$ cat config.mk
export PLATFORM = sky130hd
export DESIGN_NAME = apb_master_arb_flat
export DESIGN_NICKNAME = d
export VERILOG_FILES = /design/src/rtl/apb_master_arb_pkg.sv /design/src/rtl/apb_master_arb_if.sv /design/src/rtl/apb_master_arb_rr_arbiter.sv /design/src/rtl/apb_master_arb.sv /design/src/flat_wrapper.sv
export SDC_FILE = /design/constraint.sdc
export NUM_CORES = 1
export LEC_CHECK = 0
export ABC_AREA = 1
export CAP_MARGIN = 15
export CORE_AREA = 2 2 111 113
export DETAILED_ROUTE_END_ITERATION = 6
export DIE_AREA = 0 0 113 115
export DONT_BUFFER_PORTS = 1
export GPL_ROUTABILITY_DRIVEN = 0
export HOLD_SLACK_MARGIN = 0.06
export PLACE_DENSITY = 0.54
export SYNTH_ARGS = -nofsm -noshare
export SYNTH_HDL_FRONTEND = slang
export SYNTH_HIERARCHICAL = 1
export SYNTH_SLANG_ARGS = --single-unit
$ cat constraint.sdc
create_clock -name pclk -period 4.01 [get_ports pclk]
set_input_delay 0.802 -clock pclk [delete_from_list [all_inputs] [get_ports pclk]]
set_output_delay 0.802 -clock pclk [all_outputs]
set_load 0.02 [all_outputs]
$ cat src/rtl/apb_master_arb_pkg.sv
`default_nettype none
// ============================================================================
//  Module      : apb_master_arb_pkg
//  Description : Shared types and defaults for the multi-requester APB
//                master: FSM state encoding, default bus widths and the
//                timeout counter width helper.
//  Revision    : 1.0 - initial release
// ============================================================================
package apb_master_arb_pkg;

    // APB transfer phases.
    typedef enum logic [1:0] {
        IDLE   = 2'd0,
        SETUP  = 2'd1,
        ACCESS = 2'd2
    } apb_state_e;

    localparam int c_ADDR_W_DEF = 8;
    localparam int c_DATA_W_DEF = 32;

    // The counter must be able to hold TIMEOUT itself. A disabled timeout
    // (0) still gets a one-bit counter so no zero-width vector appears.
    function automatic int cnt_width(input int timeout);
        return (timeout < 1) ? 1 : $clog2(timeout + 1);
    endfunction

endpackage
`default_nettype wire

$ cat src/rtl/apb_master_arb_if.sv
`default_nettype none
// ============================================================================
//  Module      : apb_master_arb_if
//  Description : APB bus bundle between the arbitrating master and the slave.
//                master modport : drives psel/penable/pwrite/paddr/pwdata,
//                                 receives pready/read_data
//                slave modport  : the mirror image
//  Revision    : 1.0 - initial release
// ============================================================================
interface apb_master_arb_if
    import apb_master_arb_pkg::*;
#(
    parameter int ADDR_W = c_ADDR_W_DEF,
    parameter int DATA_W = c_DATA_W_DEF
) ();

    logic              psel;
    logic              penable;
    logic              pwrite;
    logic [ADDR_W-1:0] paddr;
    logic [DATA_W-1:0] pwdata;
    logic              pready;
    logic [DATA_W-1:0] read_data;

    modport master (
        output psel, penable, pwrite, paddr, pwdata,
        input  pready, read_data
    );

    modport slave (
        input  psel, penable, pwrite, paddr, pwdata,
        output pready, read_data
    );

endinterface
`default_nettype wire

$ cat src/rtl/apb_master_arb_rr_arbiter.sv
`default_nettype none
// ============================================================================
//  Module      : apb_rr_arbiter
//  Description : Round-robin grant selection. The grant is the first
//                eligible index strictly after the pointer, wrapping.
//                The pointer moves to the granted index on i_grant_en.
//  Ports       : clk, rst_n      - clock, asynchronous active-low reset
//                i_eligible      - per-requester eligibility
//                i_grant_en      - commit the current grant to the pointer
//                o_grant_idx     - selected requester index
//                o_grant_valid   - at least one requester is eligible
//  Revision    : 1.0 - initial release
// ============================================================================
module apb_rr_arbiter #(
    parameter int N_REQ = 4,
    localparam int IDX_W = $clog2(N_REQ)
) (
    input  wire logic             clk,
    input  wire logic             rst_n,
    input  wire logic [N_REQ-1:0] i_eligible,
    input  wire logic             i_grant_en,
    output logic      [IDX_W-1:0] o_grant_idx,
    output logic                  o_grant_valid
);

    logic [IDX_W-1:0] r_rr_ptr;
    logic [IDX_W:0]   w_cand;

    // Scan from the farthest candidate to the nearest so the nearest
    // eligible index after the pointer is the one left standing.
    always_comb begin
        o_grant_valid = 1'b0;
        o_grant_idx   = '0;
        w_cand        = '0;
        for (int k = N_REQ; k >= 1; k--) begin
            w_cand = {1'b0, r_rr_ptr} + (IDX_W+1)'(k);
            if (w_cand >= (IDX_W+1)'(N_REQ)) begin
                w_cand = w_cand - (IDX_W+1)'(N_REQ);
            end
            if (i_eligible[w_cand[IDX_W-1:0]]) begin
                o_grant_valid = 1'b1;
                o_grant_idx   = w_cand[IDX_W-1:0];
            end
        end
    end

    // Pointer starts at the last index so index 0 wins first after reset.
    always_ff @(posedge clk or negedge rst_n) begin
        if (!rst_n) begin
            r_rr_ptr <= IDX_W'(N_REQ - 1);
        end else if (i_grant_en && o_grant_valid) begin
            r_rr_ptr <= o_grant_idx;
        end
    end

endmodule
`default_nettype wire

$ cat src/rtl/apb_master_arb.sv
`default_nettype none
// ============================================================================
//  Module      : apb_master_arb
//  Description : APB master shared by N_REQ local requesters. Round-robin
//                arbitration, SETUP->ACCESS sequencing, wait states, read
//                data return and an optional ACCESS-phase timeout.
//  Ports       : pclk, preset    - bus clock, asynchronous active-low reset
//                req/req_write/req_addr/req_wdata - packed requester inputs
//                req_done        - one-cycle completion pulse per requester
//                req_err         - 1 = transfer aborted by timeout
//                req_rdata       - read data, valid with req_done on reads
//                apb             - APB bus (master modport)
//  Revision    : 1.0 - initial release
// ============================================================================
module apb_master_arb
    import apb_master_arb_pkg::*;
#(
    parameter int N_REQ   = 4,
    parameter int ADDR_W  = c_ADDR_W_DEF,
    parameter int DATA_W  = c_DATA_W_DEF,
    parameter int TIMEOUT = 16
) (
    input  wire logic                      pclk,
    input  wire logic                      preset,
    input  wire logic [N_REQ-1:0]          req,
    input  wire logic [N_REQ-1:0]          req_write,
    input  wire logic [N_REQ*ADDR_W-1:0]   req_addr,
    input  wire logic [N_REQ*DATA_W-1:0]   req_wdata,
    output logic      [N_REQ-1:0]          req_done,
    output logic                           req_err,
    output logic      [DATA_W-1:0]         req_rdata,
    apb_master_arb_if.master               apb
);

    localparam int IDX_W = $clog2(N_REQ);
    localparam int CNT_W = cnt_width(TIMEOUT);
    localparam logic [CNT_W:0] c_TMO_LIM = (CNT_W+1)'(TIMEOUT);

    apb_state_e        r_state, w_state_nxt;
    logic [IDX_W-1:0]  r_grant, w_grant_nxt;
    logic [CNT_W-1:0]  r_cnt, w_cnt_nxt;
    logic [CNT_W:0]    w_cnt_inc;
    logic              w_timeout;

    logic              r_psel, w_psel;
    logic              r_penable, w_penable;
    logic              r_pwrite, w_pwrite;
    logic [ADDR_W-1:0] r_paddr, w_paddr;
    logic [DATA_W-1:0] r_pwdata, w_pwdata;
    logic [N_REQ-1:0]  r_req_done, w_req_done;
    logic              r_req_err, w_req_err;
    logic [DATA_W-1:0] r_req_rdata, w_req_rdata;

    logic [N_REQ-1:0]  w_eligible;
    logic [IDX_W-1:0]  w_grant_idx;
    logic              w_grant_valid;
    logic              w_grant_en;

    logic [ADDR_W-1:0] w_addr_arr  [N_REQ];
    logic [DATA_W-1:0] w_wdata_arr [N_REQ];

    for (genvar g = 0; g < N_REQ; g++) begin : g_unpack
        assign w_addr_arr[g]  = req_addr[g*ADDR_W +: ADDR_W];
        assign w_wdata_arr[g] = req_wdata[g*DATA_W +: DATA_W];
    end

    // A requester whose done pulse is on the outputs is still holding req
    // this cycle; masking it prevents a duplicate transfer.
    assign w_eligible = req & ~r_req_done;
    assign w_grant_en = (r_state == IDLE);

    apb_rr_arbiter #(.N_REQ(N_REQ)) u_arb (
        .clk           (pclk),
        .rst_n         (preset),
        .i_eligible    (w_eligible),
        .i_grant_en    (w_grant_en),
        .o_grant_idx   (w_grant_idx),
        .o_grant_valid (w_grant_valid)
    );

    // The counter value after this ACCESS cycle; reaching the limit with
    // pready still low aborts the transfer.
    assign w_cnt_inc = {1'b0, r_cnt} + (CNT_W+1)'(1);
    assign w_timeout = (TIMEOUT != 0) && (w_cnt_inc == c_TMO_LIM);

    // State and output registers.
    always_ff @(posedge pclk or negedge preset) begin
        if (!preset) begin
            r_state     <= IDLE;
            r_grant     <= '0;
            r_cnt       <= '0;
            r_psel      <= 1'b0;
            r_penable   <= 1'b0;
            r_pwrite    <= 1'b0;
            r_paddr     <= '0;
            r_pwdata    <= '0;
            r_req_done  <= '0;
            r_req_err   <= 1'b0;
            r_req_rdata <= '0;
        end else begin
            r_state     <= w_state_nxt;
            r_grant     <= w_grant_nxt;
            r_cnt       <= w_cnt_nxt;
            r_psel      <= w_psel;
            r_penable   <= w_penable;
            r_pwrite    <= w_pwrite;
            r_paddr     <= w_paddr;
            r_pwdata    <= w_pwdata;
            r_req_done  <= w_req_done;
            r_req_err   <= w_req_err;
            r_req_rdata <= w_req_rdata;
        end
    end

    // Next-state logic.
    always_comb begin
        w_state_nxt = r_state;
        case (r_state)
            IDLE:    if (w_grant_valid) w_state_nxt = SETUP;
            SETUP:   w_state_nxt = ACCESS;
            ACCESS:  if (apb.pready || w_timeout) w_state_nxt = IDLE;
            default: w_state_nxt = IDLE;
        endcase
    end

    // Next values of the registered outputs and datapath.
    always_comb begin
        w_grant_nxt = r_grant;
        w_cnt_nxt   = r_cnt;
        w_psel      = r_psel;
        w_penable   = r_penable;
        w_pwrite    = r_pwrite;
        w_paddr     = r_paddr;
        w_pwdata    = r_pwdata;
        w_req_done  = '0;
        w_req_err   = r_req_err;
        w_req_rdata = r_req_rdata;
        case (r_state)
            IDLE: begin
                if (w_grant_valid) begin
                    w_grant_nxt = w_grant_idx;
                    w_psel      = 1'b1;
                    w_penable   = 1'b0;
                    w_pwrite    = req_write[w_grant_idx];
                    w_paddr     = w_addr_arr[w_grant_idx];
                    w_pwdata    = w_wdata_arr[w_grant_idx];
                end
            end
            SETUP: begin
                w_penable = 1'b1;
                w_cnt_nxt = '0;
            end
            ACCESS: begin
                if (apb.pready) begin
                    w_psel              = 1'b0;
                    w_penable           = 1'b0;
                    w_req_done[r_grant] = 1'b1;
                    w_req_err           = 1'b0;
                    if (!r_pwrite) w_req_rdata = apb.read_data;
                end else if (w_timeout) begin
                    w_psel              = 1'b0;
                    w_penable           = 1'b0;
                    w_req_done[r_grant] = 1'b1;
                    w_req_err           = 1'b1;
                end else begin
                    w_cnt_nxt = w_cnt_inc[CNT_W-1:0];
                end
            end
            default: begin
                w_psel    = 1'b0;
                w_penable = 1'b0;
            end
        endcase
    end

    assign apb.psel    = r_psel;
    assign apb.penable = r_penable;
    assign apb.pwrite  = r_pwrite;
    assign apb.paddr   = r_paddr;
    assign apb.pwdata  = r_pwdata;
    assign req_done    = r_req_done;
    assign req_err     = r_req_err;
    assign req_rdata   = r_req_rdata;

endmodule
`default_nettype wire

$ cat src/flat_wrapper.sv
// flat-port wrapper written by rule: the top's interface ports become plain ports
module apb_master_arb_flat import apb_master_arb_pkg::*;
#(
    parameter int N_REQ   = 4,
    parameter int ADDR_W  = c_ADDR_W_DEF,
    parameter int DATA_W  = c_DATA_W_DEF,
    parameter int TIMEOUT = 16
)
  (pclk, preset, req, req_write, req_addr, req_wdata, req_done, req_err, req_rdata, apb_psel, apb_penable, apb_pwrite, apb_paddr, apb_pwdata, apb_pready, apb_read_data);
  apb_master_arb_if #(.ADDR_W(ADDR_W), .DATA_W(DATA_W)) apb_i ();
  input  wire logic pclk;
  input  wire logic preset;
  input  wire logic [N_REQ-1:0] req;
  input  wire logic [N_REQ-1:0] req_write;
  input  wire logic [N_REQ*ADDR_W-1:0] req_addr;
  input  wire logic [N_REQ*DATA_W-1:0] req_wdata;
  output logic      [N_REQ-1:0] req_done;
  output logic req_err;
  output logic      [DATA_W-1:0] req_rdata;
  output wire logic [$bits(apb_i.psel)-1:0] apb_psel;
  output wire logic [$bits(apb_i.penable)-1:0] apb_penable;
  output wire logic [$bits(apb_i.pwrite)-1:0] apb_pwrite;
  output wire logic [$bits(apb_i.paddr)-1:0] apb_paddr;
  output wire logic [$bits(apb_i.pwdata)-1:0] apb_pwdata;
  input wire logic [$bits(apb_i.pready)-1:0] apb_pready;
  input wire logic [$bits(apb_i.read_data)-1:0] apb_read_data;
  assign apb_psel = apb_i.psel;
  assign apb_penable = apb_i.penable;
  assign apb_pwrite = apb_i.pwrite;
  assign apb_paddr = apb_i.paddr;
  assign apb_pwdata = apb_i.pwdata;
  assign apb_i.pready = apb_pready;
  assign apb_i.read_data = apb_read_data;
  apb_master_arb #(.N_REQ(N_REQ), .ADDR_W(ADDR_W), .DATA_W(DATA_W), .TIMEOUT(TIMEOUT)) u_core (.pclk(pclk), .preset(preset), .req(req), .req_write(req_write), .req_addr(req_addr), .req_wdata(req_wdata), .req_done(req_done), .req_err(req_err), .req_rdata(req_rdata), .apb(apb_i));
endmodule
**After elaboration in Yosys (flattened, before gate mapping)**

Cells that the tools add are included.

- Bits in registers: 91
- Input port bits: 203
- Output and inout bits: 80

- $add $sub $neg: 9
- Order comparisons: 12
- Equality and inequality tests: 8
- Multiplexer cells: 47
- Bitwise gates (word level): 5
- Reduce and logical (&&, ||, !) cells: 13

Operator list:

| cell | count |
|---|---|
| 32-bit binary-select mux with 2-bit select | 1 |
| 32-bit 2-to-1 mux | 2 |
| 2-bit 2-to-1 mux | 10 |
| 2-bit by 3-bit less-than comparator with 1-bit output (second input constant) | 6 |
| 8-bit binary-select mux with 2-bit select | 1 |
| 1-bit 2-to-1 mux | 16 |
| 8-bit 2-to-1 mux | 2 |
| 3-bit greater-or-equal comparator (second input constant) | 5 |
| 4-bit 2-to-1 mux | 3 |
| 1-bit binary-select mux with 2-bit select | 5 |
| 5-bit 2-to-1 mux | 2 |
| 5-bit case mux with 2 select lines | 1 |
| 3-bit AND reduction | 3 |
| 2-bit AND reduction | 4 |
| 2-bit by 1-bit subtractor with 2-bit output (second input constant) | 4 |
| 2-bit by 2-bit adder with 3-bit output (second input constant) | 2 |
| 5-bit by 1-bit adder with 6-bit output (second input constant) | 1 |
| 6-bit by 5-bit equality test with 1-bit output (second input constant) | 1 |
| 1-bit case mux with 3 select lines | 2 |
| 2-bit case mux with 3 select lines | 1 |
| 4-bit AND | 1 |
| 2-bit by 1-bit inequality test with 1-bit output (second input constant) | 2 |
| 2-bit inequality test (second input constant) | 2 |
| 4-bit NOT | 1 |
| other kinds (13) | 16 |

**Logic depth before layout (Yosys ltp)**

- Depth in word-level cells: 13
- Depth in mapped cells: 18
- Mapped depth without buffers: 16

**Modules after synthesis**

The synthesis kept the hierarchy.

Modules (own cells, without submodules):

| module | instances | cells an instance | area each (µm²) |
|---|---|---|---|
| apb_master_arb | 1 | 637 | 4645.7 |
| apb_rr_arbiter | 1 | 60 | 325.3 |

**Least setup slack after synthesis**

OpenSTA, ideal clock, no wires.

- Kind: input port to flip-flop
- From: input port req[2]
- To: register u_core.r_paddr[1] (netlist: u_core/apb.paddr[1])
- Library setup time: 0.065 ns
- Arrival: 2.215 ns
- Path slack: 1.730 ns
- Stages: 14
- Path buffers: 1
- Cells stage by stage: inv_1 > nor2_1 > inv_1 > o21ai_2 > nand2_1 > nand2_1 > nand3_1 > nand3_1 > and2_1 > clkbuf_1 > o21ai_0 > o22ai_1 > nand2_1 > nand2_1

- Longest elaborated chain between the ends: 11
- Elaborated cells on any way between the ends: 22
- Those cells by class: mux: 19; bitwise: 2; reduce/logical: 1

RTL lines:

| what | line | source |
|---|---|---|
| start: declaration | flat_wrapper.sv:13 | `input wire logic [N_REQ-1:0] req;` |
| 4-bit AND * | apb_master_arb.sv:69 | `assign w_eligible = req & ~r_req_done;` |
| via u_core.w_eligible[2] | apb_master_arb.sv:54 | `logic [N_REQ-1:0] w_eligible;` |
| 1-bit binary-select mux with 2-bit select | apb_master_arb_rr_arbiter.sv:40 | `if (i_eligible[w_cand[IDX_W-1:0]]) begin` |
| 1-bit 2-to-1 mux (implied by the code) | apb_master_arb_rr_arbiter.sv:40 |  |
| 2-bit 2-to-1 mux (3 in series) | apb_master_arb_rr_arbiter.sv:40 |  |
| 2-bit 2-to-1 mux * | apb_master_arb_rr_arbiter.sv:40 |  |
| via u_core.w_grant_idx[1] | apb_master_arb.sv:55 | `logic [IDX_W-1:0] w_grant_idx;` |
| 2-bit NOT with 3-bit output (implied by the code) * | apb_master_arb.sv:145 | `w_paddr = w_addr_arr[w_grant_idx];` |
| 8-bit binary-select mux with 2-bit select * | apb_master_arb.sv:145 |  |
| 8-bit 2-to-1 mux (implied by the code) * (2 in series) | apb_master_arb.sv:145 |  |
| end signal: assignment | apb_master_arb.sv:107 | `r_paddr <= w_paddr;` |
| end: declaration | apb_master_arb.sv:48 | `logic [ADDR_W-1:0] r_paddr, w_paddr;` |

The timed path passes the listed nets; every way through them passes the cells marked *. The select of a mux whose other input is x is not followed.
A chain may end at the register's enable or synchronous reset.

**Worst setup path after layout**

- From: register u_core.u_arb.r_rr_ptr[0]
- To: register u_core.r_pwdata[19] (netlist: u_core/apb.pwdata[19])

- Longest elaborated chain between the ends: 13
- Elaborated cells on any way between the ends: 37
- Those cells by class: add/sub: 8; order compare: 4; mux: 23; bitwise: 1; reduce/logical: 1

RTL lines:

| what | line | source |
|---|---|---|
| start: declaration | apb_master_arb_rr_arbiter.sv:26 | `logic [IDX_W-1:0] r_rr_ptr;` |
| start signal: assignment | apb_master_arb_rr_arbiter.sv:50 | `r_rr_ptr <= IDX_W'(N_REQ - 1);` |
| start signal: assignment | apb_master_arb_rr_arbiter.sv:52 | `r_rr_ptr <= o_grant_idx;` |
| 2-bit by 3-bit adder with 3-bit output | apb_master_arb_rr_arbiter.sv:36 | `w_cand = {1'b0, r_rr_ptr} + (IDX_W+1)'(k);` |
| 3-bit greater-or-equal comparator or 2-bit by 1-bit subtractor with 2-bit output (tied branches) | apb_master_arb_rr_arbiter.sv:37, apb_master_arb_rr_arbiter.sv:38 |  |
| 2-bit 2-to-1 mux | apb_master_arb_rr_arbiter.sv:37 | `if (w_cand >= (IDX_W+1)'(N_REQ)) begin` |
| 1-bit binary-select mux with 2-bit select | apb_master_arb_rr_arbiter.sv:40 |  |
| 1-bit 2-to-1 mux (implied by the code) | apb_master_arb_rr_arbiter.sv:40 |  |
| 2-bit 2-to-1 mux (3 in series) | apb_master_arb_rr_arbiter.sv:40 |  |
| 2-bit 2-to-1 mux * | apb_master_arb_rr_arbiter.sv:40 |  |
| via u_core.w_grant_idx[1] | apb_master_arb.sv:55 |  |
| 2-bit NOT with 3-bit output (implied by the code) * | apb_master_arb.sv:146 | `w_pwdata = w_wdata_arr[w_grant_idx];` |
| 32-bit binary-select mux with 2-bit select * | apb_master_arb.sv:146 |  |
| 32-bit 2-to-1 mux (implied by the code) * (2 in series) | apb_master_arb.sv:146 |  |
| end signal: assignment | apb_master_arb.sv:108 | `r_pwdata <= w_pwdata;` |
| end: declaration | apb_master_arb.sv:49 | `logic [DATA_W-1:0] r_pwdata, w_pwdata;` |

Marked as above.

==> run summary <==
post-synthesis xor/xnor area fraction -> 0%
TritonCTS clock tree -> yes
Starting Density -> 42.09%
H-tree lvl count -> 3
most used cell, CP -> nand2_1
dpl cells -> 807
grt ovf -> 0
P&R area growth vs syn -> 7.954%
clock transition at the registers of the reported paths -> 70 ps
worst-path maximum fanout -> 33
total number of vias -> 4,559
sequential share of power -> 33.1%
initial antenna violation count -> 0
critical path, cell by cell -> inv_1, nand2_1, nand2_2, nand2_1, nand2_1, nand3_1, nand3_1, and2_2, inv_1, buf_4, o21ai_0, o22ai_1, nand2_1, nand2_1
final worst path period share -> 66.25%
Final Hold Fails -> 0
drt initial violations -> 318
worst-case hold slack -> 152.2 ps
first-pass GRT wire length -> 22,880 um
Crit path required time -> 4290 ps
leakage power -> 0.002591 uW
Crit path largest cell delay -> 640 ps
power density cells -> 1203 nW/um2
Clock Power Share -> 16.4%
worst vdd ir -> 0.0004480 V
CTS max path bufs -> 2
RSZ-0062 raised after global routing -> false
internal power -> 3092 uW
Fmax achieved -> 376.4 MHz
worst slew pin tran -> 980.1 ps
final slew viol count -> 0
Filler cells -> 1,210
Fin Setup TNS -> 0 ps
Synth area leaders -> dfrtp_1 44%, nand2_1 15%, nor2_1 11%
cell taking the most area after synthesis -> dfrtp_1
largest family of logic cells by synthesized area -> simple AND/OR/NAND/NOR gates
WS Path Type -> reg2reg
non-filler cells, final -> 823
mux share of post-synthesis cell area -> 0%
Cell Rows -> 40
Switching Fraction -> 52.08%
maxcap violations -> 0
synthesized cell area -> 4971 um2
number of port buffers -> 0
Psw -> 3361 uW
vias in the first global route -> 4,225
Logic pwr share -> 50.5%
number of synthesis warnings -> 6
All-Layer GR Usage -> 22.80%
Routed WL -> 15,460 um
Num CTS Buffers -> 9
layout cells sized above 1 -> 7.249%
clk_lat worst skew -> 340 ps
post-synthesis sequential area ratio -> 45.36%
Residual DRC -> 18
Startpoint Class -> register
Tmin final -> 2657 ps
die area -> 13,000 um2
# hold bufs at CTS -> 0
Synth Area in Adders -> 0.5034%
hpwl dp -> 11,140 um
status -> finished, violations left
DRT Pass-1 Iters -> 7
n_diodes -> 0
Setup Viol. Count Final -> 0
clock sink count -> 90
largest net degree at the start of global routing -> 91
Finished Core Util -> 45.43%
Synth top area share -> 44.30%
Clock Skew -> 8.068 ps
# IOs -> 283
Synthesized Nets -> 902
# nets final -> 876
Root Driver -> clkbuf_16
worst slew margin relative to its limit -> 34.26%
failing checks -> design-rule violations
crit end category -> register
Synth cell types -> 26
Antenna Nets Post-Route -> 0
Compound-Gate Fraction of Synth Area -> 14.17%
Synth Area in Simple Gates -> 32.90%
setup bufs post-CTS -> 0
Crit-path slowest cell -> dfstp_2
wire length per cell -> 18.78 um
# resized after CTS -> 0
CP arrival -> 2940 ps
core box area -> 11,810 um2
Die Height -> 115 um
Syn Area/Cell -> 7.132 um2
worst hold path type -> in2async
via/cell ratio -> 5.539
Mapped Cells -> 697
die width -> 113 um
Yosys reg bits -> 90
## worst paths after layout
path / start / to / slack, ps / cells past startpoint
max in group asynchronous: preset / u_core/u_arb/r_rr_ptr[1] / 3670 / 0
hold reg to reg: u_core/r_grant[0] / u_core/req_done[0] / 480 / 1
hold / removal: preset / u_core/req_done[0] / 150 / 0
setup reg to reg: u_core/u_arb/r_rr_ptr[0] / u_core/apb.pwdata[19] / 1350 / 14
setup / recovery: u_core/u_arb/r_rr_ptr[0] / u_core/apb.pwdata[19] / 1350 / 14
min in group pclk: u_core/r_grant[0] / u_core/req_done[0] / 480 / 1
## synth_stat cells (all sizes together)
cell type,number
nand4,3
o21ai,87
and2,2
clkinv,2
nor2,150
clkbuf,17
nand2,200
o22ai,25
inv,26
dfstp,2
buf,28
a21oi,1
dfrtp,88
a31oi,16
ha,2
nand3,48
## per-stage QoR
stage | worst slack, ps | area, um2 | total power [uW]
2_1_floorplan | 1730 | 4971 | 4657
3_3_place_gp | 1219 | 4995 | 5326
3_5_place_dp | 1128 | 4995 | 5424
4_1_cts | 1362 | 5366 | 6494
5_1_grt | 1010 | 5366 | 7035
6_report | 1353 | 5366 | 6453
## layer usage
metal / routed length, um / track usage [%] / up-vias / share of wire [%]
met5: 0 / 0 / - / 0
met4: 366 / 8.780 / 0 / 2.4
met3: 1335 / 4.955 / 28 / 8.6
met2: 7637 / 39.16 / 233 / 49
met1: 6117 / 28.25 / 2085 / 40
li1: - / - / 2213 / -
## placed cells by master (no fill, tap or decap), drive strengths merged
master / count
nor2: 150
dfrtp: 88
buf: 8
nand3: 48
clkbuf: 9
inv: 29
and2: 2
o22ai: 25
o21ai: 87
dfstp: 2
nand4: 3
nand2: 200
ha: 2
clkinv: 2
a21oi: 1
a31oi: 16
bufinv: 4
## kinds of logic after synthesis
| logic type | after synthesis |
|---|---|
| buffers and inverters | 73 |
| DFF | 90 |
| adders and majority gates | 2 |
| AOI/OAI and AO/OA | 129 |
| and+or+nand+nor | 403 |
## worst max-delay path: cells and delay by family, from the launching register on
family | cells | cell delay (ps)
AO/OA/AOI/OAI | 2 | 340
AND/OR/NAND/NOR | 9 | 790
flip-flops | 1 | 640
buffers and inverters | 3 | 820
## power groups by stage
stage	Sequential [uW]	Clock, uW	Combinational, uW
floorplan	2010	0	2640
global placement	2160	0	3170
detailed placement	2150	0	3270
CTS	2140	1080	3270
global route	2190	1120	3730
finish	2140	1060	3260
## layout make-up
class	instances	area, um2	area share (%)
multi-input combinational	534	2366	44.09
clock inverter	7	146.4	2.728
clock buffer	9	225.2	4.197
tap	147	183.9	3.427
timing repair buffer	8	85.08	1.585
inverter	28	105.1	1.959
sequential	90	2255	42.01
## state kept, by name (all words and copies together) (netlist names)
name and count:
u_core/apb.pwdata 32, u_core/req_rdata 32, u_core/apb.paddr 8, u_core/r_cnt 5, u_core/req_done 4, u_core/r_grant 2
u_core/r_state 2, u_core/u_arb/r_rr_ptr 2, u_core/apb.psel 1, u_core/apb.pwrite 1, u_core/req_err 1
Note: power is estimated with default switching activity, not from simulation.
